File: src/rtl/add_sub_inv_if.sv
// Request/result bus of add_sub_inv; master is the requester/consumer, slave is the block.
// All signals are named as seen from the inverse unit.
interface add_sub_inv_if #(
    parameter int WIDTH = 8
);
    logic             in_valid;
    logic             in_ready;
    logic [WIDTH:0]   y_in;
    logic [WIDTH-1:0] b_in;
    logic             s1;
    logic             s0;
    logic             out_valid;
    logic             out_ready;
    logic [WIDTH-1:0] a_out;
    logic             range_err;
    logic             mode_err;

    modport master (
        output in_valid, y_in, b_in, s1, s0, out_ready,
        input  in_ready, out_valid, a_out, range_err, mode_err
    );

    modport slave (
        input  in_valid, y_in, b_in, s1, s0, out_ready,
        output in_ready, out_valid, a_out, range_err, mode_err
    );
endinterface

File: src/rtl/add_sub_inv.sv
// add_sub_inv: recovers operand A of the add/sub/xor datapath from Y, B and mode, LSB first (ADDSUB_INV_FAST_EN: one-shot compute).
// Latency: WIDTH+1 RUN cycles after accept, out_valid 10 cycles counting the accept cycle (fast build: next cycle).
// Backpressure: result held in DONE until out_ready; in_ready low from accept until the cycle after the result handshake.
module add_sub_inv #(
    parameter int WIDTH = 8
) (
    input  logic         clk,
    input  logic         rst_n,
    add_sub_inv_if.slave bus
);
    typedef enum logic [1:0] {IDLE, RUN, DONE} state_t;
    typedef enum logic [1:0] {
        M_ADD = 2'b00,
        M_SUB = 2'b01,
        M_XOR = 2'b10,
        M_RSV = 2'b11
    } mode_t;

    state_t           state_q, state_d;
    logic             in_ready_q;
    logic [WIDTH-1:0] a_q;
    logic             range_err_q;
    logic             mode_err_q;
    logic             accept;
    mode_t            req_mode;

    // in_ready_q only rises while IDLE, so it alone qualifies an accept
    assign accept   = bus.in_valid & in_ready_q;
    assign req_mode = mode_t'({bus.s1, bus.s0});

    assign bus.in_ready  = in_ready_q;
    assign bus.out_valid = (state_q == DONE);
    assign bus.a_out     = a_q;
    assign bus.range_err = range_err_q;
    assign bus.mode_err  = mode_err_q;

`ifdef ADDSUB_INV_FAST_EN
    logic [WIDTH:0] b_ext;
    logic [WIDTH:0] res;

    always_comb begin
        b_ext = {bus.b_in[WIDTH-1], bus.b_in};
        res   = '0;
        unique case (req_mode)
            M_ADD:   res = bus.y_in - b_ext;
            M_SUB:   res = bus.y_in + b_ext;
            default: res = bus.y_in ^ b_ext;
        endcase
    end

    always_ff @(posedge clk or negedge rst_n) begin
        if (!rst_n) begin
            a_q         <= '0;
            range_err_q <= 1'b0;
            mode_err_q  <= 1'b0;
        end else if (accept) begin
            a_q         <= res[WIDTH-1:0];
            range_err_q <= res[WIDTH] ^ res[WIDTH-1];
            mode_err_q  <= (req_mode == M_RSV);
        end
    end
`else
    localparam int IDX_W = $clog2(WIDTH + 1);

    logic [WIDTH:0]   y_q;
    logic [WIDTH:0]   b_q;
    mode_t            mode_q;
    logic             carry_q;
    logic [IDX_W-1:0] idx_q;
    logic [WIDTH-1:0] acc_q;
    logic             xor_mode;
    logic             b_eff;
    logic             r_bit;
    logic             c_next;
    logic             last_bit;

    // One full-adder cell; subtracting B is Y + ~B with the carry seeded to 1
    always_comb begin
        xor_mode = (mode_q == M_XOR) || (mode_q == M_RSV);
        b_eff    = (mode_q == M_ADD) ? ~b_q[0] : b_q[0];
        r_bit    = xor_mode ? (y_q[0] ^ b_q[0]) : (y_q[0] ^ b_eff ^ carry_q);
        c_next   = (y_q[0] & b_eff) | (y_q[0] & carry_q) | (b_eff & carry_q);
        last_bit = (idx_q == IDX_W'(WIDTH));
    end

    always_ff @(posedge clk or negedge rst_n) begin
        if (!rst_n) begin
            y_q         <= '0;
            b_q         <= '0;
            mode_q      <= M_ADD;
            carry_q     <= 1'b0;
            idx_q       <= '0;
            acc_q       <= '0;
            a_q         <= '0;
            range_err_q <= 1'b0;
            mode_err_q  <= 1'b0;
        end else if (accept) begin
            y_q     <= bus.y_in;
            b_q     <= {bus.b_in[WIDTH-1], bus.b_in};
            mode_q  <= req_mode;
            carry_q <= (req_mode == M_ADD);
            idx_q   <= '0;
            acc_q   <= '0;
        end else if (state_q == RUN) begin
            y_q     <= y_q >> 1;
            b_q     <= b_q >> 1;
            carry_q <= c_next;
            idx_q   <= idx_q + IDX_W'(1);
            if (last_bit) begin
                // In xor mode B is sign-extended, so this reduces to y[WIDTH]^y[WIDTH-1]
                a_q         <= acc_q;
                range_err_q <= r_bit ^ acc_q[WIDTH-1];
                mode_err_q  <= (mode_q == M_RSV);
            end else begin
                acc_q <= {r_bit, acc_q[WIDTH-1:1]};
            end
        end
    end
`endif

    always_comb begin
        state_d = state_q;
        unique case (state_q)
            IDLE: begin
`ifdef ADDSUB_INV_FAST_EN
                if (accept) state_d = DONE;
`else
                if (accept) state_d = RUN;
`endif
            end
            RUN: begin
`ifndef ADDSUB_INV_FAST_EN
                if (last_bit) state_d = DONE;
`else
                state_d = IDLE;
`endif
            end
            DONE: begin
                if (bus.out_ready) state_d = IDLE;
            end
            default: state_d = IDLE;
        endcase
    end

    always_ff @(posedge clk or negedge rst_n) begin
        if (!rst_n) begin
            state_q    <= IDLE;
            in_ready_q <= 1'b0;
        end else begin
            state_q    <= state_d;
            in_ready_q <= (state_d == IDLE);
        end
    end
endmodule
File: src/flat_wrapper.sv
// flat-port wrapper written by rule: the top's interface ports become plain ports
module add_sub_inv_flat 
#(
    parameter int WIDTH = 8
)
  (clk, rst_n, bus_in_valid, bus_y_in, bus_b_in, bus_s1, bus_s0, bus_out_ready, bus_in_ready, bus_out_valid, bus_a_out, bus_range_err, bus_mode_err);
  add_sub_inv_if #(.WIDTH(WIDTH)) bus_i ();
  input  logic clk;
  input  logic rst_n;
  input wire logic [$bits(bus_i.in_valid)-1:0] bus_in_valid;
  input wire logic [$bits(bus_i.y_in)-1:0] bus_y_in;
  input wire logic [$bits(bus_i.b_in)-1:0] bus_b_in;
  input wire logic [$bits(bus_i.s1)-1:0] bus_s1;
  input wire logic [$bits(bus_i.s0)-1:0] bus_s0;
  input wire logic [$bits(bus_i.out_ready)-1:0] bus_out_ready;
  output wire logic [$bits(bus_i.in_ready)-1:0] bus_in_ready;
  output wire logic [$bits(bus_i.out_valid)-1:0] bus_out_valid;
  output wire logic [$bits(bus_i.a_out)-1:0] bus_a_out;
  output wire logic [$bits(bus_i.range_err)-1:0] bus_range_err;
  output wire logic [$bits(bus_i.mode_err)-1:0] bus_mode_err;
  assign bus_i.in_valid = bus_in_valid;
  assign bus_i.y_in = bus_y_in;
  assign bus_i.b_in = bus_b_in;
  assign bus_i.s1 = bus_s1;
  assign bus_i.s0 = bus_s0;
  assign bus_i.out_ready = bus_out_ready;
  assign bus_in_ready = bus_i.in_ready;
  assign bus_out_valid = bus_i.out_valid;
  assign bus_a_out = bus_i.a_out;
  assign bus_range_err = bus_i.range_err;
  assign bus_mode_err = bus_i.mode_err;
  add_sub_inv #(.WIDTH(WIDTH)) u_core (.clk(clk), .rst_n(rst_n), .bus(bus_i));
endmodule
File: config.mk
export PLATFORM = sky130hd
export DESIGN_NAME = add_sub_inv_flat
export DESIGN_NICKNAME = d
export VERILOG_FILES = /design/src/rtl/add_sub_inv_if.sv /design/src/rtl/add_sub_inv.sv /design/src/flat_wrapper.sv
export SDC_FILE = /design/constraint.sdc
export NUM_CORES = 1
export LEC_CHECK = 0
export ABC_AREA = 1
export CAP_MARGIN = 30
export CORE_ASPECT_RATIO = 0.9
export CORE_MARGIN = 2
export CORE_UTILIZATION = 47
export CTS_BUF_LIST = sky130_fd_sc_hd__clkbuf_8 sky130_fd_sc_hd__clkbuf_16
export DETAILED_ROUTE_END_ITERATION = 8
export HOLD_SLACK_MARGIN = 0.02
export PLACE_DENSITY = 0.74
export SYNTH_ARGS = -nofsm -noshare
export SYNTH_HDL_FRONTEND = slang
export SYNTH_SLANG_ARGS = --single-unit
File: constraint.sdc
create_clock -name clk -period 1.99 [get_ports clk]
set_clock_uncertainty 0.15 [all_clocks]
set_input_delay 0.2985 -clock clk [delete_from_list [all_inputs] [get_ports clk]]
set_output_delay 0.2985 -clock clk [all_outputs]
set_load 0.02 [all_outputs]
==> impl_metrics.json <==
{
  "run_status": "completed",
  "total_leakage_power_nw": 1.20,
  "via_count_of_the_first_global_routing_pass": 1552,
  "critical_path.cell_chain": "nor2_2, xor2_1, fa_1, or2_4, nand2_2, nand2_1, nand3_1, nand2_1",
  "drt-pass1-iter-count": 4,
  "synth.top_cells.by_area": "dfrtp_1 (57%), o21ai_0 (10%), nand2_1 (7.1%), inv_1 (5.6%), o21ai_2 (3.5%)",
  "detailed_place_hpwl_um": 2620,
  "ctsRootBufferMaster": "clkbuf_8",
  "setup.worst_path.start_class": "flop",
  "postSynthRegisterBits": 46,
  "vias": 1607,
  "tritoncts_clock_tree": "yes",
  "dieWidth_um": 73.1,
  "filler_cell_count": 354,
  "clock_power_share": 0.146,
  "syn2layout_area_growth_pct": 27.0,
  "synth_async_sr_flop_share": 1.00,
  "intPower_mw": 2.43,
  "design.core.area_mm2": 0.00410,
  "postSynthAreaPerCell_um2": 9.27,
  "placementRows": 22,
  "power-per-cell-area_mw_per_mm2": 1570,
  "grt_first_pass_wirelength_um": 7090,
  "worst_path_dominant_cell_family": "simple AND/OR/NAND/NOR gates",
  "cts_buffers": 5,
  "fmaxAchievable_mhz": 535,
  "crit_path_max_fanout": 2,
  "vdd.ir_drop.worst_mv": 0.591,
  "largest_net_degree_at_the_start_of_global_routing": 43,
  "drc": 0,
  "timing.final.crit_share": 0.939,
  "drt_iter0_markers": 117,
  "synth_cell_types": 26,
  "netlist.top_cell.by_area": "dfrtp_1",
  "drt-wirelength-per-cell_um": 12.8,
  "fin_cells": 309,
  "cts_max_level": 2,
  "netSwitchingFraction": 0.398,
  "critical-path-max-stage-delay_ps": 420,
  "maxSlewHeadroom": 0.623,
  "worstSetupPathType": "flop to flop",
  "antenna-diode-count": 0,
  "worst-path-buf-inv": 0,
  "grt_antenna_before_repair": 0,
  "vias_per_cell": 5.20,
  "number_of_failing_setup_endpoints_in_the_final_timing_report": 0,
  "ys.warnings.count": 0,
  "floorplan.initialDensity": 0.493,
  "timing.max_cap.violations": 0,
  "syn_inst": 218,
  "synth_enable_flop_cells": 0,
  "switching_power_mw": 1.61,
  "layout.nets": 286,
  "combined_area_of_all_synthesized_cells_mm2": 0.00202,
  "required_ps": 2040,
  "finalHoldViolations": 0,
  "grt_util_all_layers": 0.192,
  "cp_common_cell": "nand2_1",
  "holdCritPathClass": "flop to flop",
  "synth_commonest_cells": "dfrtp_1 (46), o21ai_0 (41), nand2_1 (38), inv_1 (30), nand3_1 (12)",
  "post-place-cells": 299,
  "post-synth-top-area-fraction": 0.569,
  "fin_total_pwr_mw": 4.04,
  "fin_setup_tns_ps": 0,
  "crit_path_top_delay_cell": "fa_1",
  "finalWirelength_um": 3940,
  "syn-num-nets": 244,
  "endpoint_kind": "flop",
  "grt_setup_unrepaired": "false",
  "final_util": 0.626,
  "cp.arrival_ps": 1920,
  "post_route_cells_drive_above_1_share": 0.130,
  "clkLatencyLatePin_ps": 300,
  "share_comb_of_total_power": 0.466,
  "clkSinkCount": 46,
  "synth_most_common_cell": "dfrtp_1",
  "worst_pin_slew_ps": 565,
  "finalMaxSlewViolations": 0,
  "ioPinCount": 35,
  "clock_tree.buffer_depth": 2,
  "die_h_um": 66.2,
  "final_antenna_net_count": 0,
  "gpl.final_weighted_congestion": 0.718,
  "post-route-min-period_ps": 1870,
  "overflow": 0,
  "port_buffers": 34,
  "die_area_mm2": 0.00484,
  "dominantRegCellSynth": "dfrtp_1",
  "clock_slew_seen_by_the_registers_of_the_worst_setup_and_hold_paths_ps": 90,
  "share_seq_of_total_power": 0.388,
  "synth_seq_area_share": 0.569
}
[layout by cell type (no fill, tap or decap), types with 6 or more instances in the layout]
cell type	n
dfrtp_1	46
nand3_1	12
nor2_1	6
clkdlybuf4s50_1	32
nand2_1	37
o21ai_2	8
o21ai_0	41
clkbuf_8	6
o22ai_1	10
inv_1	30
[what timing repair did]
| item | 4_1_cts | 5_1_grt |
|---|---|---|
| hold endpoints to repair | 22 | 0 |
| setup buffers | 0 | 1 |
| resized for setup | 1 | 3 |
| hold buffers | 1 | 0 |
| pin swaps | 0 | 3 |
| setup endpoints to repair | 1 | 1 |
[worst register-to-register path: stages (launching register included)]
cell and delay [ps]:
dfrtp_1 400, nor2_2 120, xor2_1 210, fa_1 420
or2_4 240, nand2_2 70, nand2_1 40, nand3_1 60
nand2_1 50
[through the flow]
step | setup WS, ps | cell area (um2) | hold WS [ps]
2_1_floorplan | 122 | 2020 | -147
3_3_place_gp | 128 | 2450 | 158
3_5_place_dp | 73.9 | 2450 | 169
4_1_cts | 56.7 | 2550 | 339
5_1_grt | 5.17 | 2570 | 350
6_report | 121 | 2570 | 335
[cells by family after synthesis]
| group | after synthesis | share of synthesized area |
|---|---|---|
| compound gates | 65 | 0.186 |
| simple gates | 63 | 0.139 |
| flops | 46 | 0.569 |
| buf+inv | 40 | 0.0798 |
| fa+ha+maj | 3 | 0.0223 |
| xor+xnor | 1 | 0.00433 |
[worst paths after layout]
kind | startpoint | endpoint | slack, ps | cells past startpoint
hold reg to reg | u_core.bus.a_out[1] | u_core.bus.a_out[1] | 330 | 2
max in group asynchronous | rst_n | u_core.y_q[1] | 790 | 3
hold / removal | u_core.bus.a_out[1] | u_core.bus.a_out[1] | 330 | 2
setup / recovery | u_core.mode_q[0] | u_core.bus.range_err | 120 | 8
min in group asynchronous | rst_n | u_core.idx_q[2] | 370 | 2
setup reg to reg | u_core.mode_q[0] | u_core.bus.range_err | 120 | 8
[power by group through the flow]
| stage | combinational, mW | sequential [mW] | clock [mW] |
|---|---|---|---|
| after global routing | 2.17 | 1.62 | 0.656 |
| after detailed placement | 1.81 | 1.59 | 0 |
| after CTS | 1.84 | 1.57 | 0.606 |
| after global placement | 1.76 | 1.57 | 0 |
| final | 1.88 | 1.57 | 0.590 |
| after floorplan | 1.10 | 1.69 | 0 |
[sequential cells by signal (all words and copies together), names as in the netlist]
name and count:
u_core.bus.range_err 1, u_core.state_q 2, u_core.carry_q 1, u_core.bus.mode_err 1
u_core.b_q 9, u_core.idx_q 4, u_core.mode_q 2, u_core.bus.a_out 8
u_core.acc_q 8, u_core.bus.in_ready 1, u_core.y_q 9
[cell type report]
cell class / count / area (um2) / area share
Multi-Input combinational cell: 132 / 717 / 0.279
Timing Repair Buffer: 42 / 422 / 0.164
Sequential cell: 46 / 1150 / 0.448
Clock buffer: 6 / 82.6 / 0.0321
Clock inverter: 2 / 12.5 / 0.00487
Tap cell: 48 / 60.1 / 0.0234
Inverter: 33 / 124 / 0.0482
[routing by layer]
metal	GRT usage	up-vias	share of wire
met5	0	-	0
met4	0.0579	0	0.011
met3	0.0564	6	0.051
met2	0.315	44	0.50
met1	0.244	760	0.44
li1	-	797	-
Power figures use the tool's default switching activity.
